`config.mk`:
```
export PLATFORM = sky130hd
export DESIGN_NAME = axi_lite_req_arbiter
export DESIGN_NICKNAME = d
export VERILOG_FILES = /design/src/rtl/axi_lite_req_arbiter_pkg.sv /design/src/rtl/axi_lite_req_arbiter_rr_arbiter.sv /design/src/rtl/axi_lite_req_arbiter.sv
export SDC_FILE = /design/constraint.sdc
export NUM_CORES = 1
export LEC_CHECK = 0
export CAP_MARGIN = 5
export CORE_ASPECT_RATIO = 1.2
export CORE_UTILIZATION = 42
export DETAILED_ROUTE_END_ITERATION = 10
export GPL_ROUTABILITY_DRIVEN = 1
export PLACE_DENSITY = 0.81
export SKIP_CTS_REPAIR_TIMING = 1
export SYNTH_ARGS = -nofsm -noshare
export SYNTH_HDL_FRONTEND = slang
export SYNTH_SLANG_ARGS = --single-unit
```
`constraint.sdc`:
```
create_clock -name M_AXI_ACLK -period 5.25 [get_ports M_AXI_ACLK]
set_clock_uncertainty 0.1 [all_clocks]
set_input_delay 1.575 -clock M_AXI_ACLK [delete_from_list [all_inputs] [get_ports M_AXI_ACLK]]
set_output_delay 1.575 -clock M_AXI_ACLK [all_outputs]
set_load 0.01 [all_outputs]
```
`src/rtl/axi_lite_req_arbiter_pkg.sv`:
```
// Shared types for the AXI-lite request arbiter: FSM state encoding, response codes
// and a helper that sizes requester index fields.
package axi_lite_req_arbiter_pkg;

    typedef enum logic [2:0] {
        ST_IDLE    = 3'd0,
        ST_WR_ADDR = 3'd1,
        ST_WR_RESP = 3'd2,
        ST_RD_ADDR = 3'd3,
        ST_RD_DATA = 3'd4,
        ST_DONE    = 3'd5
    } state_e;

    localparam logic [1:0] RESP_OKAY = 2'b00;

    function automatic int idx_width(input int n);
        return (n > 1) ? $clog2(n) : 1;
    endfunction

endpackage

```
`src/rtl/axi_lite_req_arbiter_rr_arbiter.sv`:
```
// Combinational round-robin pick: first set request at or above ptr_i, wrapping.
// Zero latency; gnt_o is all-zero when nothing requests.
module rr_arbiter
    import axi_lite_req_arbiter_pkg::*;
#(
    parameter int N  = 4,
    parameter int IW = idx_width(N)
) (
    input  logic [N-1:0]  req_i,
    input  logic [IW-1:0] ptr_i,
    output logic [N-1:0]  gnt_o,
    output logic [IW-1:0] idx_o
);

    localparam int IW1 = IW + 1;

    logic [IW1-1:0] sum;
    logic [IW-1:0]  cand;
    logic           found;

    always_comb begin
        gnt_o = '0;
        idx_o = '0;
        sum   = '0;
        cand  = '0;
        found = 1'b0;
        for (int off = 0; off < N; off++) begin
            sum = {1'b0, ptr_i} + IW1'(off);
            if (sum >= IW1'(N)) begin
                sum = sum - IW1'(N);
            end
            cand = sum[IW-1:0];
            if (!found && req_i[cand]) begin
                found       = 1'b1;
                gnt_o[cand] = 1'b1;
                idx_o       = cand;
            end
        end
    end

endmodule

```
`src/rtl/axi_lite_req_arbiter.sv`:
```
// Round-robin arbiter funnelling N requesters onto one AXI-lite master, one transaction at a time.
// req_ready pulses in the grant cycle; rsp_valid pulses one cycle after the B/R handshake.
module axi_lite_req_arbiter
    import axi_lite_req_arbiter_pkg::*;
#(
    parameter int REQ_NUM            = 4,
    parameter int C_M_AXI_DATA_WIDTH = 32,
    parameter int C_M_AXI_ADDR_WIDTH = 8
) (
    input  logic                                     M_AXI_ACLK,
    input  logic                                     M_AXI_ARESET,
    input  logic [REQ_NUM-1:0]                       req_valid,
    input  logic [REQ_NUM-1:0]                       req_wr,
    input  logic [REQ_NUM*C_M_AXI_ADDR_WIDTH-1:0]    req_addr,
    input  logic [REQ_NUM*C_M_AXI_DATA_WIDTH-1:0]    req_wdata,
    output logic [REQ_NUM-1:0]                       req_ready,
    output logic [REQ_NUM-1:0]                       rsp_valid,
    output logic [C_M_AXI_DATA_WIDTH-1:0]            rsp_rdata,
    output logic                                     rsp_err,
    output logic [C_M_AXI_ADDR_WIDTH-1:0]            M_AXI_AWADDR,
    output logic [2:0]                               M_AXI_AWPROT,
    output logic                                     M_AXI_AWVALID,
    input  logic                                     M_AXI_AWREADY,
    output logic [C_M_AXI_DATA_WIDTH-1:0]            M_AXI_WDATA,
    output logic [C_M_AXI_DATA_WIDTH/8-1:0]          M_AXI_WSTRB,
    output logic                                     M_AXI_WVALID,
    input  logic                                     M_AXI_WREADY,
    input  logic [1:0]                               M_AXI_BRESP,
    input  logic                                     M_AXI_BVALID,
    output logic                                     M_AXI_BREADY,
    output logic [C_M_AXI_ADDR_WIDTH-1:0]            M_AXI_ARADDR,
    output logic [2:0]                               M_AXI_ARPROT,
    output logic                                     M_AXI_ARVALID,
    input  logic                                     M_AXI_ARREADY,
    input  logic [C_M_AXI_DATA_WIDTH-1:0]            M_AXI_RDATA,
    input  logic [1:0]                               M_AXI_RRESP,
    input  logic                                     M_AXI_RVALID,
    output logic                                     M_AXI_RREADY
);

    localparam int DW = C_M_AXI_DATA_WIDTH;
    localparam int AW = C_M_AXI_ADDR_WIDTH;
    localparam int IW = idx_width(REQ_NUM);

    state_e               state_q;
    logic [IW-1:0]        rr_ptr_q, rr_ptr_d;
    logic [REQ_NUM-1:0]   win_oh_q, rsp_valid_q;
    logic                 awvalid_q, wvalid_q, bready_q, arvalid_q, rready_q, err_q;
    logic [AW-1:0]        awaddr_q, araddr_q;
    logic [DW-1:0]        wdata_q, rdata_q;

    logic [REQ_NUM-1:0]   gnt;
    logic [IW-1:0]        gnt_idx;
    logic [AW-1:0]        sel_addr;
    logic [DW-1:0]        sel_wdata;
    logic                 aw_done, w_done;

    rr_arbiter #(.N(REQ_NUM), .IW(IW)) u_rr (
        .req_i (req_valid),
        .ptr_i (rr_ptr_q),
        .gnt_o (gnt),
        .idx_o (gnt_idx)
    );

    assign sel_addr  = req_addr[int'(gnt_idx)*AW +: AW];
    assign sel_wdata = req_wdata[int'(gnt_idx)*DW +: DW];
    assign rr_ptr_d  = (int'(gnt_idx) == REQ_NUM - 1) ? '0 : gnt_idx + 1'b1;

    // A channel counts as done once it has already handshaken or does so this cycle.
    assign aw_done = !awvalid_q || M_AXI_AWREADY;
    assign w_done  = !wvalid_q  || M_AXI_WREADY;

    // Grant is accepted combinationally so the requester sees ready in its request cycle.
    assign req_ready = (state_q == ST_IDLE && !M_AXI_ARESET) ? gnt : '0;

    always_ff @(posedge M_AXI_ACLK or posedge M_AXI_ARESET) begin
        if (M_AXI_ARESET) begin
            state_q     <= ST_IDLE;
            rr_ptr_q    <= '0;
            win_oh_q    <= '0;
            rsp_valid_q <= '0;
            awvalid_q   <= 1'b0;
            wvalid_q    <= 1'b0;
            bready_q    <= 1'b0;
            arvalid_q   <= 1'b0;
            rready_q    <= 1'b0;
            err_q       <= 1'b0;
            awaddr_q    <= '0;
            araddr_q    <= '0;
            wdata_q     <= '0;
            rdata_q     <= '0;
        end else begin
            rsp_valid_q <= '0;
            case (state_q)
                ST_IDLE: begin
                    if (|req_valid) begin
                        win_oh_q <= gnt;
                        rr_ptr_q <= rr_ptr_d;
                        if (req_wr[gnt_idx]) begin
                            awaddr_q  <= sel_addr;
                            wdata_q   <= sel_wdata;
                            awvalid_q <= 1'b1;
                            wvalid_q  <= 1'b1;
                            state_q   <= ST_WR_ADDR;
                        end else begin
                            araddr_q  <= sel_addr;
                            arvalid_q <= 1'b1;
                            state_q   <= ST_RD_ADDR;
                        end
                    end
                end
                ST_WR_ADDR: begin
                    if (M_AXI_AWREADY) awvalid_q <= 1'b0;
                    if (M_AXI_WREADY)  wvalid_q  <= 1'b0;
                    if (aw_done && w_done) begin
                        bready_q <= 1'b1;
                        state_q  <= ST_WR_RESP;
                    end
                end
                ST_WR_RESP: begin
                    if (M_AXI_BVALID) begin
                        bready_q    <= 1'b0;
                        err_q       <= (M_AXI_BRESP != RESP_OKAY);
                        rsp_valid_q <= win_oh_q;
                        state_q     <= ST_DONE;
                    end
                end
                ST_RD_ADDR: begin
                    if (M_AXI_ARREADY) begin
                        arvalid_q <= 1'b0;
                        rready_q  <= 1'b1;
                        state_q   <= ST_RD_DATA;
                    end
                end
                ST_RD_DATA: begin
                    if (M_AXI_RVALID) begin
                        rready_q    <= 1'b0;
                        rdata_q     <= M_AXI_RDATA;
                        err_q       <= (M_AXI_RRESP != RESP_OKAY);
                        rsp_valid_q <= win_oh_q;
                        state_q     <= ST_DONE;
                    end
                end
                default: state_q <= ST_IDLE;
            endcase
        end
    end

    assign rsp_valid     = rsp_valid_q;
    assign rsp_rdata     = rdata_q;
    assign rsp_err       = err_q;
    assign M_AXI_AWADDR  = awaddr_q;
    assign M_AXI_AWPROT  = 3'b000;
    assign M_AXI_AWVALID = awvalid_q;
    assign M_AXI_WDATA   = wdata_q;
    assign M_AXI_WSTRB   = '1;
    assign M_AXI_WVALID  = wvalid_q;
    assign M_AXI_BREADY  = bready_q;
    assign M_AXI_ARADDR  = araddr_q;
    assign M_AXI_ARPROT  = 3'b000;
    assign M_AXI_ARVALID = arvalid_q;
    assign M_AXI_RREADY  = rready_q;

endmodule
```
==> metrics.txt, run 1 <==
WP data required=3.58 ns; Seq cells post-synth=99; HP Class=register to register; M3 GR Usage=about 5%; maxcap violations=0; crit path capture type=output port; vias in the first global route=6056; sequential share of the synthesized area=36.4%; first-pass GRT wire length=33.7 mm; antenna cells=0; slew margin rel.=a little over a third; top cell type's share of synthesized area=a little over a third; RSZ-0062 raised after global routing=no; crit-path most repeated cell=nor2_1; DRT iter0 DRCs=312; Die Area=around 17000 um2; gpl congestion=0.855; Avg WL per Cell=20.3 um; final period demand of the worst path=5.09 ns; I/O Buffers=304; DP Wirelength=16.9 mm; crit path max fanout=9; dominant cell type by area after synthesis=dfrtp_1; Synthesis Warnings=0; buffers and inverters on the worst path=3; clock transition at the registers of the reported paths=0.07 ns; synthesized area=between 6000 and 7000 um2; final antenna-violating net count=0; TritonCTS clock tree=yes; Clock Path Buffers=2; initial antenna violation count=0; I/O Pins=315; # DRC=0; P per Cell Area=602 nW/um2; most frequent cell after synthesis=dfrtp_1; Root Buffer=clkbuf_16; CP max stage delay=between 0.4 and 0.5 ns; GR Util met2=45.1%; worst path arrival time=3.42 ns; final setup vio count=0; starting density of the core=around 43%; largest net degree at the start of global routing=76; met1 Use GR=31.3%; Syn Inst Count=599; clk_lat worst skew=0.36 ns; vias after detailed routing=6195; Post-Route WL=between 20 and 25 mm; FFs w/ async S/R, synth=100%; ranking of synthesized cells by area=dfrtp_1 (36%), mux2_2 (12%), mux2_1 (7.5%); kind of cell adding the most delay to the critical path=buffers and inverters; outcome=finished clean; post-DR vias/cell=5.60; Worst VDD drop=between 0.4 and 0.5 mV; CP startpoint kind=input port; Sink Count=99; Synth cell types=54; GR peak layer=met2; GRT overflow=0; PnR worst setup slack=~0.16 ns; Tot GR Track Use=26.3%; P&R area growth vs syn=54.1%; Leak=between 4 and 5 nW; Core ar.=15700 um2; Syn Area/Cell=around 11 um2; ys flop type=dfrtp_1; worst-path cell chain=clkdlybuf4s50_1 -> buf_4 -> mux2_1 -> nand2_1 -> a21oi_4 -> a22oi_1 -> nor2_1 -> a221oi_2 -> nor2_1 -> dlymetal6s2s_1; WS Path Type=input port to output port; fin. max-slew vios=0; Post-synth top cells=dfrtp_1 (99), mux2_2 (74), mux2_1 (45); die width=118 um; Final Hold Fails=0; Tightest Pin Transition=0.956 ns; EDFF count, synth=0; CTS Buf Count=9; slowest library cell on the worst path=clkdlybuf4s50_1; row cnt=50; H-tree depth=3; Fill cells=1223; final period utilization=97.0%; layout cells sized above 1=22.7%; DP Worst Slack=-0.176 ns; setup TNS=0 ns; Die Span Y=141 um; fmax=196 MHz; Net count, final=1113; first-pass iteration count of the detailed router=5
-- report_power, final --
group          switching (mW)  internal, mW
combinational            2.05          2.22
clock                   0.327         0.344
sequential              0.230          1.13
total                    2.61          3.70
-- stage by stage --
| stage | cell area [um2] | hold WS (ns) | cells | utilization [%] | power (mW) |
|---|---|---|---|---|---|
| floorplan | 6830 | 0.342 | 607 | - | 4.04 |
| global placement | 10100 | 0.360 | 1089 | 64.3 | 5.51 |
| detailed placement | 10100 | 0.361 | 1089 | 64.3 | 5.59 |
| CTS | 10400 | 0.377 | 1105 | 66.2 | 6.28 |
| global route | 10500 | 0.402 | 1107 | 66.7 | 6.67 |
| finish | 10500 | 0.378 | 1107 | 66.7 | 6.31 |
-- placed cells by master, fill, tap and decap left out, drive strengths merged, types with 2 or more instances in the layout --
cell and instances:
a21oi 9, buf 27, nor2 15, a221oi 4
o211ai 3, nor2b 3, a22oi 6, conb 10
nand3 5, and3 2, clkinvlp 3, inv 8
clkbuf 10, mux2i 37, nand2b 5, ha 8
or3b 2, a21o 2, nand3b 2, nor4 2
and2 5, nor3b 2, dlymetal6s2s 4, a211oi 32
o21ai 16, dfrtp 99, o22ai 72, mux4 3
nand2 16, or4 3, mux2 147, nor3 28
clkdlybuf4s50 300
-- registers in the layout (all words and copies together) (netlist names) --
register       flops
rr_ptr_q           2
M_AXI_ARVALID      1
rsp_err            1
M_AXI_RREADY       1
win_oh_q           4
state_q            3
M_AXI_ARADDR       8
rsp_rdata         32
rsp_valid          4
M_AXI_WVALID       1
M_AXI_AWVALID      1
M_AXI_WDATA       32
M_AXI_AWADDR       8
M_AXI_BREADY       1
-- path summary, 6_finish.rpt --
| kind | end | depth (start not counted) | from | slack, ns |
|---|---|---|---|---|
| setup / recovery | req_ready[1] | 10 | req_valid[3] | 0.16 |
| hold / removal | rsp_valid[0] | 1 | win_oh_q[0] | 0.38 |
| setup reg to reg | M_AXI_ARADDR[6] | 10 | rr_ptr_q[1] | 1.08 |
| hold reg to reg | rsp_valid[0] | 1 | win_oh_q[0] | 0.38 |
| max in group asynchronous | M_AXI_WDATA[28] | 3 | M_AXI_ARESET | 2.55 |
| min in group asynchronous | rsp_valid[3] | 2 | M_AXI_ARESET | 1.72 |
-- final cells by class --
type | count | area (um2) | share of cell area [%]
clock buffer | 10 | 239 | 2.28
inverter | 6 | 25.0 | 0.239
timing repair buffer | 331 | 3290 | 31.4
sequential | 99 | 2480 | 23.7
tap | 208 | 260 | 2.49
multi-input combinational | 447 | 4120 | 39.3
clock inverter | 6 | 58.8 | 0.562
-- routing by layer --
metal	share of wire, %	routed length, um
met5	0	0
met2	51	11500
met3	4.5	1010
met4	4.8	1080
met1	40	8930
-- cell families (layout without fill, tap and decap cells) --
logic type               Yosys count  count (layout)  share of synthesized area, %
AND/OR/NAND/NOR                   93              93                          7.84
adder cells (fa/ha/maj)            8               8                          1.47
flip-flops                        99              99                          36.4
AO/OA/AOI/OAI                    149             149                          17.1
other                              2              10                         0.110
multiplexers                     186             187                          32.2
buffers and inverters             62             353                          4.79
No activity file was read; power rests on OpenSTA's default activity.
==> run 2, diff against run 1 <==
Settings changed: MAX_ROUTING_LAYER set to met4, PLACE_DENSITY 0.81 to 0.8.
==> run 2 against run 1 <==
  * Worst hold slack gained 0.0040 ns
  * Total power grew 0.19%
  * Wire length shrank 2.9%
  * Largest cell class unchanged
  * Via count shrank 1.9%
  * Combinational power is essentially flat
  * Cell area is essentially flat
  * Non-clock buffer count grew 3
  * First-iteration DRC count shrank 13%
  * Maximum frequency shrank 1.9%
  * Sequential power is essentially flat
  * Sequential cell count is the same
  * Cell count grew 0.18%
==> metrics.txt, run 2 (same netlist as run 1, synthesis figures left out) <==
outcome=finished clean; final setup vio count=0; kind of cell adding the most delay to the critical path=buffers and inverters; Final Hold Fails=0; vias after detailed routing=6079; Power Total=approximately 6.3 mW; starting density of the core=43.3%; slew margin rel.=~34%; P&R area growth vs syn=54.2%; WP data required=roughly 3.6 ns; DRT iter0 DRCs=between 200 and 300; maxcap violations=0; largest net degree at the start of global routing=74; Multi-input gate area=4090 um2; DP Area=10100 um2; buffers and inverters on the worst path=3; P per Cell Area=603 nW/um2; Root Buffer=clkbuf_16; sequential cell area=2480 um2; crit-path most repeated cell=nor2_1; Fill cells=around 1200; RSZ-0062 raised after global routing=no; I/O Pins=315; CP max stage delay=roughly 0.57 ns; Core ar.=between 15000 and 20000 um2; HP Class=register to register; top layer reached by signal wires=met4; Leak=4.31 nW; clock transition at the registers of the reported paths=0.07 ns; Die Area=~17000 um2; worst path arrival time=roughly 3.5 ns; Min-Delay Path Depth=1; gpl congestion=approximately 0.85; TritonCTS clock tree=yes; fmax=just under 200 MHz; first-pass GRT wire length=around 33 mm; H-tree depth=3; Final Cell Area=10500 um2; Tot GR Track Use=26.8%; DP Wirelength=16.5 mm; met1 wire length=9.18 mm; met2 WL post-DR=between 10 and 15 mm; commonest cells after routing, fill and taps aside=clkdlybuf4s50_1 (300), dfrtp_1 (99), mux2_2 (74); setup TNS=0 ns; CP startpoint kind=input port; crit path max fanout=5; Post-Route WL=21.8 mm; post-DR vias/cell=5.48; row cnt=50; antenna cells=0; final period utilization=98.8%; first-pass iteration count of the detailed router=6; vias in the first global route=6046; CTS Buf Count=9; most common cell after layout, fill and taps aside=clkdlybuf4s50_1; worst-path cell chain=clkdlybuf4s50_1 -> mux4_2 -> buf_4 -> a22oi_1 -> nor2_1 -> a221oi_2 -> nor2_1 -> dlymetal6s2s_1; Clock Path Buffers=2; Worst VDD drop=~0.32 mV; r2r worst-path depth=12; I/O Buffers=304; Die Span Y=141 um; layout cells sized above 1=about 23%; crit path capture type=output port; Tightest Pin Transition=0.990 ns; # DRC=0; WP depth=8; Net count, final=1115; met3 WL post-DR=771 um; WS Path Type=input port to output port; Post-Place Cells=~1100; slowest library cell on the worst path=mux4_2; GRT overflow=0; Sink Count=99; Avg WL per Cell=just under 20 um; fin cells=~1100; fin. max-slew vios=0; initial antenna violation count=0; clk_lat worst skew=between 0.3 and 0.4 ns; final antenna-violating net count=0; die width=roughly 120 um; final period demand of the worst path=5.19 ns
## run 2: changes by cell type in the layout (fill, tap and decap cells not counted)
cell        before  now
clkinvlp_4       3    1
clkinv_8         1    0
inv_6            1    2
o21ai_0         13   14
clkbuf_1         0    1
bufinv_16        0    1
mux4_1           1    0
buf_4           24   27
o21ai_1          3    2
## run 2: routing by layer
layer | global-route usage, % | vias up
li1 | - | 2883
met1 | 31.9 | 2991
met2 | 44.8 | 159
met3 | 4.02 | 46
met4 | 12.3 | 0
met5 | - | -
## run 2: metrics by stage
stage	setup slack (ns)	util (%)	hold slack, ns
2_1_floorplan	0.661	-	0.342
3_5_place_dp	-0.202	64.3	0.365
6_report	0.0613	66.7	0.382
4_1_cts	-0.229	66.2	0.382
3_3_place_gp	-0.145	64.3	0.359
5_1_grt	0.00584	66.7	0.397
## run 2: final timing paths
check	slack [ns]	start	to
setup / recovery	0.06	req_valid[2]	req_ready[1]
hold / removal	0.38	win_oh_q[1]	rsp_valid[1]
setup reg to reg	1.29	rr_ptr_q[1]	M_AXI_WDATA[17]
hold reg to reg	0.38	win_oh_q[1]	rsp_valid[1]
max in group asynchronous	2.57	M_AXI_ARESET	M_AXI_WDATA[1]
min in group asynchronous	1.72	M_AXI_ARESET	win_oh_q[3]
## run 2: final cells by class
class,instances,area share (%)
multi-input combinational,446,39.1
clock buffer,11,2.32
sequential,99,23.6
timing repair buffer,334,31.6
inverter,6,0.239
tap,208,2.48
clock inverter,5,0.633
## run 2: where the power goes
group / internal, mW / leakage (nW) / switching (mW)
Clock: 0.390 / 0.149 / 0.307
Sequential: 1.13 / 1.17 / 0.223
Combinational: 2.23 / 2.99 / 2.04
Total: 3.75 / 4.31 / 2.57
## run 2: worst register-to-register path, stage by stage (launching register included)
cell and delay, ns:
dfrtp_1 0.49, inv_1 0.18, ha_1 0.42, mux4_2 0.61, buf_4 0.17, buf_4 0.12, nor2b_4 0.12, or4_4 0.48
buf_12 0.24, mux2_1 0.42, o22ai_1 0.11, a211oi_1 0.08, mux2_2 0.30
==> edit 1: new RTL, config.mk and constraints of run 1 <==
Re-encode `state_e` (6 states) as one-hot, 6 bits wide.
--- a/src/rtl/axi_lite_req_arbiter_pkg.sv
+++ b/src/rtl/axi_lite_req_arbiter_pkg.sv
@@ -2,13 +2,13 @@
 // and a helper that sizes requester index fields.
 package axi_lite_req_arbiter_pkg;
 
-    typedef enum logic [2:0] {
-        ST_IDLE    = 3'd0,
-        ST_WR_ADDR = 3'd1,
-        ST_WR_RESP = 3'd2,
-        ST_RD_ADDR = 3'd3,
-        ST_RD_DATA = 3'd4,
-        ST_DONE    = 3'd5
+    typedef enum logic [5:0] {
+        ST_IDLE    = 6'b000001,
+        ST_WR_ADDR = 6'b000010,
+        ST_WR_RESP = 6'b000100,
+        ST_RD_ADDR = 6'b001000,
+        ST_RD_DATA = 6'b010000,
+        ST_DONE    = 6'b100000
     } state_e;
 
     localparam logic [1:0] RESP_OKAY = 2'b00;
Check against the original RTL: same outputs for any inputs over 4 cycles, from zero or initial values and one cycle with M_AXI_ARESET high; so few cycles prove little.
==> edit 1 against run 1 <==
Power down 11%; synthesized area shrank 13%; setup slack worse by 160 ps; routed wire length down 18%; clock power increased by 2%; design area decreased by 9.3%; die area down 13%; first-iteration DRC count fell by 23%; sequential cell count increased by 3; critical path type unchanged; highest routed layer is now met5.
==> edit 1: results (changes against run 1) <==
inverters_excl_clock: 58  # was 6
place.detailed.hpwl_mm: 13.8  # was 16.9 mm
seq_area_sq_um: 2550  # was 2480 sq um
synthCells: 623  # was 599
clk_latency_ps: 340  # was 360 ps
grt_first_pass_wirelength_mm: 27.4  # was 33.7 mm
n_all_buffers: 330  # was 331
multi_input_area_share_pct: 30.5  # was 39.3%
placed_cells: 1078  # was 1089
synthDistinctLibCells: 45  # was 54
pg_comb_w: 0.00358  # was 0.00427 W
drive_gt1_share_pct: 10.1  # was 22.7%
synthTopCellsByArea: "dfrtp_1 (43%), mux2i_1 (8.7%), mux2_2 (6.3%)"  # was dfrtp_1 (36%), mux2_2 (12%), mux2_1 (7.5%)
muxShareOfSynthArea_pct: 15.6  # was 32.2%
n_fill_cell: 1083  # was 1223
totalPowerFinal_w: 0.00562  # was 0.00631 W
ir_drop_uv: 421  # was 404 uV
vias_per_cell: 5.20  # was 5.60
hold_path_startpoint: "win_oh_q[3]$_DFFE_PP0P_"  # was win_oh_q[0]$_DFFE_PP0P_
multi_input_cells: 417  # was 447
highest_layer: "met5"  # was met4
wl_per_cell_um: 16.9  # was 20.3 um
synthAdderAreaFrac_pct: 1.70  # was 1.47%
nonClkBufAreaFrac_pct: 34.8  # was 31.4%
synth_xor_area_share_pct: 0.297  # was 0%
grt_pass1_vias: 5290  # was 6056
first_iter_violations: 240  # was 312
synth_compound_area_share_pct: 15.0  # was 17.1%
route.met3.wl_mm: 1.72  # was 1.01 mm
drt_pass1_iterations: 6  # was 5
place_congestion: 0.872  # was 0.855
whs_endpoint: "rsp_valid[3]$_DFF_PP0_"  # was rsp_valid[0]$_DFF_PP0_
slowest_stage: "mux4_2"  # was clkdlybuf4s50_1
route.met2.wl_mm: 9.45  # was 11.5 mm
cpPeakStageDelay_ps: 570  # was 420 ps
r2r-end: "M_AXI_ARADDR[7]$_DFFE_PP0P_"  # was M_AXI_ARADDR[6]$_DFFE_PP0P_
grt_use_total_pct: 24.9  # was 26.3%
grtUsageMet2_pct: 44.2  # was 45.1%
synth-seq-area-share_pct: 43.3  # was 36.4%
met3_usage_pct: 6.23  # was 4.86%
grt_util_met1_pct: 28.5  # was 31.3%
path_max_fanout: 8  # was 9
clkbuf_count: 9  # was 10
holdWs_ps: 386  # was 378 ps
outcome: "complete, no violations"  # unchanged
antenna_found_initial: 1  # was 0
p_leak_nw: 4.29  # was 4.30 nW
p_int_w: 0.00328  # was 0.00370 W
grt_max_degree: 83  # was 76
routed_wl_mm: 18.5  # was 22.5 mm
edit 1: cell types whose count changed in the layout (fill, tap and decap cells not counted), moves of 39 or more:
cell / before / now
nand2_1: 14 / 94
and3_1: 1 / 40
inv_1: 4 / 57
mux2_2: 74 / 33
a21oi_1: 7 / 61
mux2_1: 45 / 0
a311oi_1: 0 / 40
edit 1: stage by stage:
step | setup WS [ps] | cell area [sq um]
final | 1.24 | 9500
after CTS | -298 | 9450
after global routing | -98.5 | 9500
after global placement | -234 | 9140
after detailed placement | -298 | 9140
after floorplan | 69.9 | 5930
edit 1: worst max path at each step:
stage / cells after the start / startpoint / endpoint
2_1_floorplan: 3 / M_AXI_ARESET / req_ready[0]
3_3_place_gp: 8 / req_valid[2] / req_ready[1]
3_5_place_dp: 8 / req_valid[2] / req_ready[1]
4_1_cts: 8 / req_valid[2] / req_ready[1]
5_1_grt: 8 / req_valid[1] / req_ready[1]
6_report: 8 / req_valid[2] / req_ready[1]
==> edit 2: new RTL, settings of run 1 <==
Made on the original files. Set the parameter `REQ_NUM` to 8 (it was 4).
--- a/src/rtl/axi_lite_req_arbiter.sv
+++ b/src/rtl/axi_lite_req_arbiter.sv
@@ -3,7 +3,7 @@
 module axi_lite_req_arbiter
     import axi_lite_req_arbiter_pkg::*;
 #(
-    parameter int REQ_NUM            = 4,
+    parameter int REQ_NUM            = 8,
     parameter int C_M_AXI_DATA_WIDTH = 32,
     parameter int C_M_AXI_ADDR_WIDTH = 8
 ) (
Ports: changed (6 resized); port bits go from 315 to 491. No check against the original RTL was run, so the function may have changed too.
==> edit 2 against run 1 <==
The flow now finishes with violations (setup timing); combinational power increased to 2.5 times the old value; sequential cell count up 9; setup slack got worse by 400 ps; utilization grew 5.9 points; non-clock buffer count up 253; power grew 100%; synthesized area rose by 31%; sequential share of layout area fell by 5.9 points; routed wire length increased by 95%; design area up 45%; count of clock-buffer cells in the layout decreased by 1.
==> edit 2: results (changes against run 1) <==
outcome: "complete, but fails checks"  # was complete, no violations
violations: "setup timing"
r2r-end: "M_AXI_WDATA[10]$_DFFE_PP0P_"  # was M_AXI_ARADDR[6]$_DFFE_PP0P_
route.met2.wl_mm: 20.5  # was 11.5 mm
n_fill_cell: 1609  # was 1223
cpPeakStageDelay_ps: 520  # was 420 ps
met3_usage_pct: 12.5  # was 4.86%
multiInputGateArea_sq_um: 5900  # was 4120 sq um
highest_layer: "met5"  # was met4
setup_violations: 8  # was 0
wl_per_cell_um: 25.5  # was 20.3 um
critPathArrivalTime_ps: 3810  # was 3420 ps
grt_use_total_pct: 39.8  # was 26.3%
grt_first_pass_wirelength_mm: 62.3  # was 33.7 mm
drt_pass1_iterations: 6  # was 5
grt_pass1_vias: 9769  # was 6056
syn_area_per_cell_sq_um: 9.84  # was 11.3 sq um
ir_drop_uv: 574  # was 404 uV
worst-slew-pin-transition_ps: 765  # was 956 ps
synth_common_cells: "mux2i_1 (252), dfrtp_1 (108), nand3_1 (60)"  # was dfrtp_1 (99), mux2_2 (74), mux2_1 (45)
rr_worst_depth: 15  # was 10
grt_max_degree: 65  # was 76
drive_gt1_share_pct: 16.4  # was 22.7%
n_antenna_cell: 14  # was 0
timing.final.ws_setup_ps: -239  # was 159 ps
route.met3.wl_mm: 4.77  # was 1.01 mm
synthTopCellsByArea: "dfrtp_1 (30%), mux2i_1 (28%), mux2_2 (4.9%)"  # was dfrtp_1 (36%), mux2_2 (12%), mux2_1 (7.5%)
inverters_excl_clock: 28  # was 6
r2r_slack_ps: 1030  # was 1080 ps
ys_ff_latch: 108  # was 99
synth-seq-area-share_pct: 30.4  # was 36.4%
slowest_stage: "mux4_2"  # was clkdlybuf4s50_1
path_max_fanout: 8  # was 9
vias: 9963  # was 6195
holdWs_ps: 376  # was 378 ps
place.detailed.hpwl_mm: 35.7  # was 16.9 mm
place_ws_ps: -1230  # was -176 ps
nonClkBufAreaFrac_pct: 38.1  # was 31.4%
multi_input_cells: 699  # was 447
n_all_buffers: 584  # was 331
worstHoldPathCells: 2  # was 1
setup.worst_path.end: "req_ready[0]"  # was req_ready[1]
final_cell_area_sq_um: 15200  # was 10500 sq um
p_leak_nw: 6.64  # was 4.30 nW
==> edit 2: cell count changes after synthesis, moves of 28 or more <==
cell	change
a211oi_1	-32
mux2_1	-40
mux2_2	-35
mux2_4	-28
mux2i_1	+217
nand2_1	+39
nand3_1	+55
o21ai_1	+32
o22ai_1	-36
o22ai_2	-28
==> edit 2: cell families after synthesis <==
kind of cell               count (synthesis)
other                                      2
AOI/OAI and AO/OA                        175
buffers and inverters                    106
muxes                                    312
adders and majority gates                  7
and+or+nand+nor                          190
xor gates and xnor gates                   5
DFF                                      108
==> edit 2: power groups by stage <==
stage	registers, W	clock network, W	logic, W
2_1_floorplan	0.00157	0	0.00642
3_3_place_gp	0.00146	0	0.0103
3_5_place_dp	0.00147	0	0.0104
4_1_cts	0.00146	0.000735	0.0104
5_1_grt	0.00151	0.000771	0.0113
6_report	0.00147	0.000731	0.0107
